[config.mk]
export PLATFORM = sky130hd
export DESIGN_NAME = powlib_ipmaxi
export DESIGN_NICKNAME = d
export VERILOG_FILES = /design/src/rtl/powlib_ipmaxi.sv
export SDC_FILE = /design/constraint.sdc
export NUM_CORES = 1
export LEC_CHECK = 0
export ABC_AREA = 1
export CAP_MARGIN = 5
export CORE_MARGIN = 2
export CORE_UTILIZATION = 42
export CTS_CLUSTER_DIAMETER = 120
export CTS_CLUSTER_SIZE = 30
export DETAILED_ROUTE_END_ITERATION = 12
export PLACE_DENSITY = 0.92
export SETUP_SLACK_MARGIN = 0.5
export SLEW_MARGIN = 10
export SYNTH_ARGS = -nofsm -noshare
export SYNTH_HDL_FRONTEND = slang
export SYNTH_SLANG_ARGS = --single-unit
[constraint.sdc]
create_clock -name clk -period 7.5 [get_ports clk]
set_clock_uncertainty 0.1 [all_clocks]
set_input_delay 2.25 -clock clk [delete_from_list [all_inputs] [get_ports clk]]
set_output_delay 2.25 -clock clk [all_outputs]
set_load 0.01 [all_outputs]
[src/rtl/powlib_ipmaxi.sv]
// PLB-to-AXI4-Lite master bridge: turns PLB write/read opcodes into single
// AXI-Lite transactions, returning read data as a PLB write to a caller-given address.
module powlib_ipmaxi #(
  parameter int              B_BPD  = 4,
  parameter int              B_AW   = 32,
  parameter int              B_OPW  = 4,
  parameter logic [B_AW-1:0] B_BASE = 32'h44A20000,
  parameter logic [B_AW-1:0] M_BASE = 32'h40000000,
  parameter int              OP_WR  = 0,
  parameter int              OP_RD  = 1,
  parameter int              B_DW   = 8*B_BPD,
  parameter int              B_BEW  = B_BPD,
  parameter int              B_WW   = B_DW+B_BEW+B_OPW
) (
  input  logic              clk,
  input  logic              rst,
  input  logic [B_AW-1:0]   wraddr,
  input  logic [B_WW-1:0]   wrdata,
  input  logic              wrvld,
  output logic              wrrdy,
  output logic [B_AW-1:0]   rdaddr,
  output logic [B_WW-1:0]   rddata,
  output logic              rdvld,
  input  logic              rdrdy,
  output logic [B_AW-1:0]   awaddr,
  output logic              awvalid,
  input  logic              awready,
  output logic [B_DW-1:0]   wdata,
  output logic [B_BEW-1:0]  wstrb,
  output logic              wvalid,
  input  logic              wready,
  input  logic [1:0]        bresp,
  input  logic              bvalid,
  output logic              bready,
  output logic [B_AW-1:0]   araddr,
  output logic              arvalid,
  input  logic              arready,
  input  logic [B_DW-1:0]   rdata,
  input  logic [1:0]        rresp,
  input  logic              rvalid,
  output logic              rready,
  output logic              err
);

  localparam logic [B_OPW-1:0] OP_WR_W = B_OPW'(OP_WR);
  localparam logic [B_OPW-1:0] OP_RD_W = B_OPW'(OP_RD);

  typedef enum logic [2:0] {IDLE, WR, WB, AR, RD, RSP} state_t;

  state_t           state_q, state_d;
  logic             wrrdy_q, wrrdy_d;
  logic             awvalid_q, awvalid_d;
  logic             wvalid_q, wvalid_d;
  logic             bready_q, bready_d;
  logic             arvalid_q, arvalid_d;
  logic             rready_q, rready_d;
  logic             rdvld_q, rdvld_d;
  logic             err_q, err_d;
  logic [B_AW-1:0]  addr_q, addr_d;
  logic [B_AW-1:0]  ret_q, ret_d;
  logic [B_DW-1:0]  data_q, data_d;
  logic [B_BEW-1:0] be_q, be_d;
  logic [B_DW-1:0]  rdat_q, rdat_d;

  logic [B_OPW-1:0] req_op;
  assign req_op = wrdata[B_DW+B_BEW +: B_OPW];

  always_comb begin
    state_d   = state_q;
    wrrdy_d   = wrrdy_q;
    awvalid_d = awvalid_q;
    wvalid_d  = wvalid_q;
    bready_d  = bready_q;
    arvalid_d = arvalid_q;
    rready_d  = rready_q;
    rdvld_d   = rdvld_q;
    err_d     = err_q;
    addr_d    = addr_q;
    ret_d     = ret_q;
    data_d    = data_q;
    be_d      = be_q;
    rdat_d    = rdat_q;
    case (state_q)
      IDLE: begin
        // wrrdy comes back one cycle after re-entering IDLE
        if (!wrrdy_q) begin
          wrrdy_d = 1'b1;
        end else if (wrvld) begin
          if (req_op == OP_WR_W || req_op == OP_RD_W) begin
            addr_d  = wraddr - B_BASE + M_BASE;
            ret_d   = wrdata[B_AW-1:0];
            data_d  = wrdata[0 +: B_DW];
            be_d    = wrdata[B_DW +: B_BEW];
            wrrdy_d = 1'b0;
            if (req_op == OP_WR_W) begin
              awvalid_d = 1'b1;
              wvalid_d  = 1'b1;
              state_d   = WR;
            end else begin
              state_d = AR;
            end
          end else begin
            err_d = 1'b1;
          end
        end
      end
      WR: begin
        awvalid_d = awvalid_q & ~awready;
        wvalid_d  = wvalid_q & ~wready;
        if (!awvalid_d && !wvalid_d) begin
          bready_d = 1'b1;
          state_d  = WB;
        end
      end
      WB: begin
        if (bvalid) begin
          bready_d = 1'b0;
          if (bresp != 2'b00) err_d = 1'b1;
          state_d = IDLE;
        end
      end
      AR: begin
        if (!arvalid_q) begin
          arvalid_d = 1'b1;
        end else if (arready) begin
          arvalid_d = 1'b0;
          rready_d  = 1'b1;
          state_d   = RD;
        end
      end
      RD: begin
        if (rvalid) begin
          rready_d = 1'b0;
          rdat_d   = rdata;
          if (rresp != 2'b00) err_d = 1'b1;
          state_d = RSP;
        end
      end
      RSP: begin
        if (!rdvld_q) begin
          rdvld_d = 1'b1;
        end else if (rdrdy) begin
          rdvld_d = 1'b0;
          state_d = IDLE;
        end
      end
      default: state_d = IDLE;
    endcase
  end

  always_ff @(posedge clk or posedge rst) begin
    if (rst) begin
      state_q   <= IDLE;
      wrrdy_q   <= 1'b1;
      awvalid_q <= 1'b0;
      wvalid_q  <= 1'b0;
      bready_q  <= 1'b0;
      arvalid_q <= 1'b0;
      rready_q  <= 1'b0;
      rdvld_q   <= 1'b0;
      err_q     <= 1'b0;
      addr_q    <= '0;
      ret_q     <= '0;
      data_q    <= '0;
      be_q      <= '0;
      rdat_q    <= '0;
    end else begin
      state_q   <= state_d;
      wrrdy_q   <= wrrdy_d;
      awvalid_q <= awvalid_d;
      wvalid_q  <= wvalid_d;
      bready_q  <= bready_d;
      arvalid_q <= arvalid_d;
      rready_q  <= rready_d;
      rdvld_q   <= rdvld_d;
      err_q     <= err_d;
      addr_q    <= addr_d;
      ret_q     <= ret_d;
      data_q    <= data_d;
      be_q      <= be_d;
      rdat_q    <= rdat_d;
    end
  end

  assign wrrdy   = wrrdy_q;
  assign awaddr  = addr_q;
  assign araddr  = addr_q;
  assign awvalid = awvalid_q;
  assign wvalid  = wvalid_q;
  assign wdata   = data_q;
  assign wstrb   = be_q;
  assign bready  = bready_q;
  assign arvalid = arvalid_q;
  assign rready  = rready_q;
  assign rdvld   = rdvld_q;
  assign rdaddr  = ret_q;
  assign rddata  = {OP_WR_W, {B_BEW{1'b1}}, rdat_q};
  assign err     = err_q;

endmodule

==> results of run 1 <==
-- cells in the mapped netlist, drive strengths merged (2+ instances only) --
master  instances  share of area, %
a21oi           6              0.56
a31oi           2              0.23
buf            87                12
clkbuf          7              0.49
conb            2              0.14
dfrtp         110                52
inv            39               2.7
nand2         342                24
nand3          30               2.8
nor2           29               2.2
nor3            2              0.19
o21ai          11               1.0
-- routing by layer --
layer,share of wire [%],track usage (%),vias to the layer above
li1,-,-,2405
met1,39,26.5,2295
met2,53,38.1,202
met3,5.8,3.66,25
met4,2.6,8.47,0
met5,0,0,-
-- state kept, by name, summed over array words and instances, names as in the netlist --
register	cells
araddr	32
arvalid	1
awvalid	1
bready	1
err	1
rdat_q	32
rdvld	1
rready	1
state_q	3
wdata	32
wrrdy	1
wstrb	4
wvalid	1
-- stage by stage --
stage | total power [mW] | std cells
6_report | 3.25 | 1068
5_1_grt | 3.47 | 1068
4_1_cts | 3.28 | 1068
3_5_place_dp | 2.78 | 1052
3_3_place_gp | 2.73 | 1052
2_1_floorplan | 1.91 | 683
-- logic make-up after synthesis --
family          Yosys count  synth area share (%)
compound gates           22                  2.25
xor+xnor                  2                 0.328
buf+inv                 133                  15.4
simple gates            406                  29.6
fa+ha+maj                 1                 0.234
flops                   111                  52.0
other cells               2                 0.141
-- worst max-delay path, cell delays in order --
cell             delay, ns
clkdlybuf4s50_1       0.47
nor2_1                0.04
nand2_1               0.06
inv_1                 0.06
nand3b_1              0.08
buf_4                 0.58
inv_2                 0.64
nand2_1               0.23
nand2_1               0.12
-- worst min path at each step --
stage | endpoint | slack [ns] | depth (start not counted) | from
4_1_cts | err | 0.37 | 2 | err
5_1_grt | rdat_q[3] | 0.39 | 2 | rdat_q[3]
2_1_floorplan | err | 0.40 | 2 | err
3_5_place_dp | err | 0.35 | 2 | err
6_report | err | 0.37 | 2 | err
3_3_place_gp | err | 0.35 | 2 | err
-- power by group --
part / leakage, nW / switching (mW) / internal [mW]
clock: 0.141 / 0.220 / 0.262
sequential: 1.40 / 0.236 / 0.885
combinational: 2.44 / 0.696 / 0.948
-- final cells by class --
cell class	count	area, µm²	share of cell area, %
Clock inverter	6	70.1	0.864
Multi-Input combinational cell	439	1760	21.7
Clock buffer	10	229	2.82
Inverter	39	149	1.84
Timing Repair Buffer	291	2910	35.8
Tap cell	172	215	2.65
Sequential cell	111	2780	34.3
==> impl_metrics.toml, run 1 <==
[drt]
drc = 0
drt_iter0_drc = 394
drt_first_pass_iters = 5
vias_per_cell = 4.61
wirelength_um = 15100
wl_per_cell_um = 14.1
vias = 4927
drt.antenna.violating_nets = 0

[critical_path]
cp.required_ns = 7.61
critPathKind = "in2reg"
reg2reg_to = "wdata[18]"
worstReg2RegStart = "state_q[1]"
crit_start = "wrdata[37]"
r2r_slack_ns = 4.83
arrival_ns = 4.56
reg2reg_depth = 8
endpoint_kind = "flop"
critPathLaunchType = "primary input"
cp_max_fo = 72
critPathCapture = "wdata[18]"

[yosys]
syn_area_um2 = 5340
yosys_warnings = 0
synth-edff-count = 0
synth_cell_type_count = 27
syn_inst = 677
synthArstFlopShare_pct = 100
yosysSeqAreaShare_pct = 52.0
synth-seq-cells = 111
syn_area_per_cell_um2 = 7.89
synth_flop_cell = "dfrtp_1"

[layout]
layout_common_cells = "nand2_1 (342), clkdlybuf4s50_1 (288), dfrtp_1 (110), inv_1 (35), nand3_1 (30)"
final_area_um2 = 8110
fin_util_pct = 64.8
layout-drive-gt1-share_pct = 2.90
final_common_cell = "nand2_1"
diodes = 0
fill_cells = 1061
area_delta_synth_final_pct = 51.8
num-nets-final = 1009

[clock_tree]
insertion_delay_ns = 0.34
cts_resized = 0
clk_pin_slew_ns = 0.07
h-tree-depth = 3
numCtsBuffers = 9
post_cts_buffers = 0
clockBufferDepth = 2
cts.sinks = 111
cts_hold_buffers = 0
cts-root-buf = "clkbuf_16"
cts_tree = "built"

[global_routing]
grt_max_degree = 73
antenna_found_initial = 0
grt_usage_pct = 21.6
grt_pass1_vias = 4578
grt_pass1_wl_um = 22800
gr-total-overflow = 0

[timing]
relSlewSlack_pct = 27.8
finalCritPeriodShare_pct = 59.3
fin_ws_ns = 3.05
hold_ws_ns = 0.368
rsz0062_at_grt = "no"
fmax_mhz = 225
finalSetupTns_ns = 0
finalMaxSlewViolations = 0
final-hold-violation-count = 0
tightest_slew_ns = 1.08
layout_min_cycle_time_ns = 4.45
setup_viol = 0

[placement]
place_area_um2 = 7810
gp_congestion = 0.914
placement.io_buffers = 288
dp_slack_ns = 2.64
hpwl_um = 11400

[pwr]
power.density_nw_per_um2 = 401
p_leak_nw = 3.98
vdd_drop_max_uv = 194

[floorplan]
die_w_um = 117
core-area_um2 = 12500
die_area_um2 = 13600
initial_core_util_pct = 42.7
num_rows = 41
ios = 297
die_height_um = 117

[worst_hold_path]
hp-class = "reg2reg"

[job]
drv_cap = 0

[outcome]
status = "finished, final reports clean"
(Power assumes the default switching activity.)
==> inputs of run 2 (changes only) <==
--- a/config.mk
+++ b/config.mk
@@ -8,11 +8,11 @@
 export ABC_AREA = 1
 export CAP_MARGIN = 5
 export CORE_MARGIN = 2
-export CORE_UTILIZATION = 42
+export CORE_UTILIZATION = 35
 export CTS_CLUSTER_DIAMETER = 120
 export CTS_CLUSTER_SIZE = 30
 export DETAILED_ROUTE_END_ITERATION = 12
-export PLACE_DENSITY = 0.92
+export PLACE_DENSITY = 0.83
 export SETUP_SLACK_MARGIN = 0.5
 export SLEW_MARGIN = 10
 export SYNTH_ARGS = -nofsm -noshare
==> constraint.sdc (replaced) <==
create_clock -name clk -period 3.74 [get_ports clk]
set_clock_uncertainty 0.1 [all_clocks]
set_input_delay 1.122 -clock clk [delete_from_list [all_inputs] [get_ports clk]]
set_output_delay 1.122 -clock clk [all_outputs]
set_load 0.01 [all_outputs]
==> run 2 against run 1 <==
Net effect:
- hold slack lost 0.0018 ns
- die area is 19% higher
- global-route usage shrank 3.2 points
- final area increased by 0.49%
- utilization shrank 11 points
- power grew 99%
- sequential power increased by 100%
- critical path depth is 8 lower
- largest power group unchanged
- clock-buffer cell count did not move
- first-iteration DRC count down 40%
- register-to-register slack got worse by 3.0 ns
==> impl_metrics.toml, run 2 (synthesis gave the netlist of run 1 again) <==
[critical_path]
cp_max_fo = 3
arrival_ns = 1.42
max_stage_delay_ns = 0.54
cp.required_ns = 2.52
endpoint_kind = "primary output"
critPathKind = "reg2out"
cp_slowest_cell = "dfstp_2"
critPathTopFamily = "flip-flops"
critPathLaunchType = "flop"
crit_buf_inv = 1
cp_cell_sequence = "clkdlybuf4s50_1"

[global_routing]
grt_pass1_wl_um = 23700
gr-total-overflow = 0
grt_max_degree = 72
antenna_found_initial = 0
grt_usage_pct = 18.4
grt_pass1_vias = 4681

[floorplan]
initial_core_util_pct = 35.5
die_area_um2 = 16300
num_rows = 45
core-area_um2 = 15000
ios = 297
die_height_um = 128
die_w_um = 128

[timing]
tightest_slew_ns = 0.729
hold_ws_ns = 0.366
rsz0062_at_grt = "no"
finalMaxSlewViolations = 0
finalCritPeriodShare_pct = 70.6
setup_viol = 0
finalSetupTns_ns = 0
fin_ws_ns = 1.10
layout_min_cycle_time_ns = 2.64
fmax_mhz = 379
final-hold-violation-count = 0
relSlewSlack_pct = 51.4

[drt]
drt.antenna.violating_nets = 0
drt_iter0_drc = 235
vias_per_cell = 4.47
drc = 0
drt_first_pass_iters = 4
wirelength_um = 15100
vias = 4852
wl_per_cell_um = 13.9

[layout]
layout-drive-gt1-share_pct = 3.12
num-nets-final = 1011
diodes = 0
area_delta_synth_final_pct = 52.6
register_area_um2 = 2780
final_common_cell = "nand2_1"
fin_util_pct = 54.2
stdcell_count = 1086
fill_cells = 1369
layout_common_cells = "nand2_1 (342), clkdlybuf4s50_1 (288), dfrtp_1 (110), inv_1 (35), nand3_1 (30)"
multi_input_area_um2 = 1760
final_area_um2 = 8150

[placement]
hpwl_um = 11400
gp_congestion = 0.851
dp.cells = 1070
dp_slack_ns = 0.810
placement.io_buffers = 288
place_area_um2 = 7870

[clock_tree]
numCtsBuffers = 9
cts_tree = "built"
cts_hold_buffers = 0
cts-root-buf = "clkbuf_16"
clk_pin_slew_ns = 0.08
insertion_delay_ns = 0.35
cts_resized = 0
h-tree-depth = 3
clockBufferDepth = 2
cts.sinks = 111
post_cts_buffers = 0

[job]
drv_cap = 0

[worst_hold_path]
hp-class = "reg2reg"

[pwr]
vdd_drop_max_uv = 296
p_total_mw = 6.45
power.density_nw_per_um2 = 792
p_leak_nw = 3.99

[outcome]
status = "finished, final reports clean"
-- run 2: cell count changes in the layout (fill, tap and decap cells not counted) --
cell / change
inv_6: +4
bufinv_16: -1
inv_4: -1
clkinvlp_4: -1
buf_12: +2
inv_8: -1
-- run 2: final timing paths --
kind	depth (start not counted)	startpoint	end	slack (ns)
setup / recovery	1	wrrdy	wrrdy	1.10
hold / removal	2	err	err	0.37
hold reg to reg	2	err	err	0.37
max in group asynchronous	3	rst	araddr[4]	1.67
min in group asynchronous	2	rst	rdat_q[24]	0.99
setup reg to reg	6	state_q[1]	araddr[22]	1.87
-- run 2: area by class of cell --
| class | instances | area share [%] |
|---|---|---|
| repair buffers | 293 | 36.1 |
| flip-flops and latches | 111 | 34.1 |
| multi-input cells | 439 | 21.6 |
| well taps | 188 | 2.89 |
| clock buffers | 10 | 2.81 |
| inverters | 39 | 1.84 |
| clock inverters | 6 | 0.599 |
-- run 2: power by group --
group	leakage, nW	internal, mW	switching, mW
combinational	2.45	1.90	1.39
sequential	1.40	1.78	0.465
clock	0.138	0.463	0.453
-- run 2: per-layer routing --
metal | global-route usage, % | routed length [µm]
met5 | 0 | 0
met4 | 6.21 | 250
met3 | 3.14 | 826
met2 | 33.2 | 7830
met1 | 22.2 | 6150
==> inputs of run 3 (changes only) <==
==> constraint.sdc (replaced) <==
create_clock -name clk -period 2.2 [get_ports clk]
set_clock_uncertainty 0.1 [all_clocks]
set_input_delay 0.66 -clock clk [delete_from_list [all_inputs] [get_ports clk]]
set_output_delay 0.66 -clock clk [all_outputs]
set_load 0.01 [all_outputs]
==> run 3 against run 2 <==
Net effect:
- via count up 11%
- flip-flop and latch count unchanged
- final cell count up 7.9%
- largest power group unchanged
- sequential share of layout area down 1.5 points
- wire length up 20%
- final area up 4.8%
- register-to-register slack worse by 1.3 ns
- worst setup slack worse by 0.66 ns
- hold slack better by 0.0030 ns
- largest cell class unchanged
- combinational power up 68%
- clock power up 76%
==> impl_metrics.toml, run 3 (synthesis gave the netlist of run 1 again) <==
[placement]
dp.cells = 1080
placement.io_buffers = 288
hpwl_um = 11500
place_area_um2 = 7990
dp_slack_ns = -0.0387
gp_congestion = 0.853

[layout]
area_delta_synth_final_pct = 59.9
stdcell_count = 1172
layout_common_cells = "nand2_1 (332), buf_2 (149), dfrtp_1 (106), clkdlybuf4s50_1 (98), buf_4 (56)"
fin_util_pct = 56.8
final_common_cell = "nand2_1"
layout-drive-gt1-share_pct = 32.7
diodes = 0
final_area_um2 = 8540
fill_cells = 1357
num-nets-final = 1097

[clock_tree]
numCtsBuffers = 9
insertion_delay_ns = 0.34
cts-root-buf = "clkbuf_16"
h-tree-depth = 3
cts_tree = "built"
clockBufferDepth = 2
cts_hold_buffers = 0
cts.sinks = 111
clk_pin_slew_ns = 0.08

[pwr]
power.density_nw_per_um2 = 1280
vdd_drop_max_uv = 543
p_leak_nw = 4.85
p_total_mw = 10.9

[critical_path]
cp_cell_sequence = "buf_6 -> buf_6"
critPathLaunchType = "flop"
cp_common_cell = "buf_6"
crit_start = "wdata[9]"
r2r_slack_ns = 0.54
endpoint_kind = "primary output"
max_stage_delay_ns = 0.41
cp_max_fo = 2
arrival_ns = 1.00
cp_slowest_cell = "dfrtp_1"
worstReg2RegStart = "state_q[0]"
critPathKind = "reg2out"
crit_buf_inv = 2
critPathTopFamily = "flip-flops"
cp.required_ns = 1.44

[timing]
setup_viol = 0
finalCritPeriodShare_pct = 80.2
final-hold-violation-count = 0
fin_ws_ns = 0.436
hold_ws_ns = 0.369
layout_min_cycle_time_ns = 1.76
fmax_mhz = 567
finalMaxSlewViolations = 0
rsz0062_at_grt = "yes"
finalSetupTns_ns = 0

[global_routing]
gr-total-overflow = 0
grt_pass1_wl_um = 25900
met2_usage_pct = 36.5
busiest_layer = "met2"
grt_usage_pct = 20.2
use_met3_pct = 3.81
met1_usage_pct = 23.6
antenna_found_initial = 0
grt_max_degree = 60
grt_pass1_vias = 5106

[drt]
wirelength_um = 18000
wl_per_cell_um = 15.4
drc = 0
drt_iter0_drc = 303
drt_first_pass_iters = 5
vias_per_cell = 4.61
drt.antenna.violating_nets = 0
vias = 5407

[floorplan]
die_height_um = 128
die_w_um = 128
initial_core_util_pct = 35.5
core-area_um2 = 15000
num_rows = 45
die_area_um2 = 16300
ios = 297

[worst_hold_path]
min-delay-start = "rdat_q[12]"
hp-class = "reg2reg"

[outcome]
status = "finished, final reports clean"

[job]
drv_cap = 0
run 3: final timing paths:
kind,cells past startpoint,endpoint
worst min register to register,2,rdat_q[12]
max in group asynchronous,3,wrrdy
worst max-delay path,2,wdata[9]
min in group asynchronous,3,wdata[12]
worst min-delay path,2,rdat_q[12]
worst max register to register,9,araddr[24]
run 3: final cells by class:
type                    count  area (µm²)  share of cell area (%)
clock buffers              11         243                    2.84
clock inverters             5        46.3                   0.542
inverters                  39         168                    1.96
multi-input cells         439        1880                    22.0
flip-flops and latches    111        2780                    32.6
well taps                 188         235                    2.75
repair buffers            378        3180                    37.2
repair inverters            1        11.3                   0.132
run 3: tightest hold or removal path, stage by stage (launching register included):
cell and delay [ns]:
dfrtp_1 0.34, nand2_1 0.05, nand2_1 0.05
run 3: repair_timing:
action | in CTS | in global routing
pin swaps | 3 | 20
cloned | 4 | 7
setup endpoints to repair | 276 | 130
gates resized for setup | 748 | 59
buffers inserted | 51 | 14
hold endpoints to repair | 0 | 0
run 3: metal layers:
layer,vias up,part of all wire [%]
li1,2582,-
met2,230,52
met4,0,2.7
met1,2559,39
met5,-,0
met3,36,6.5
run 3: where the power goes:
group	switching, mW	internal (mW)	total (mW)	leakage, nW
Clock	0.784	0.824	1.61	0.143
Sequential	0.720	3.02	3.74	1.40
Combinational	2.75	2.79	5.54	3.31
Total	4.26	6.64	10.9	4.85
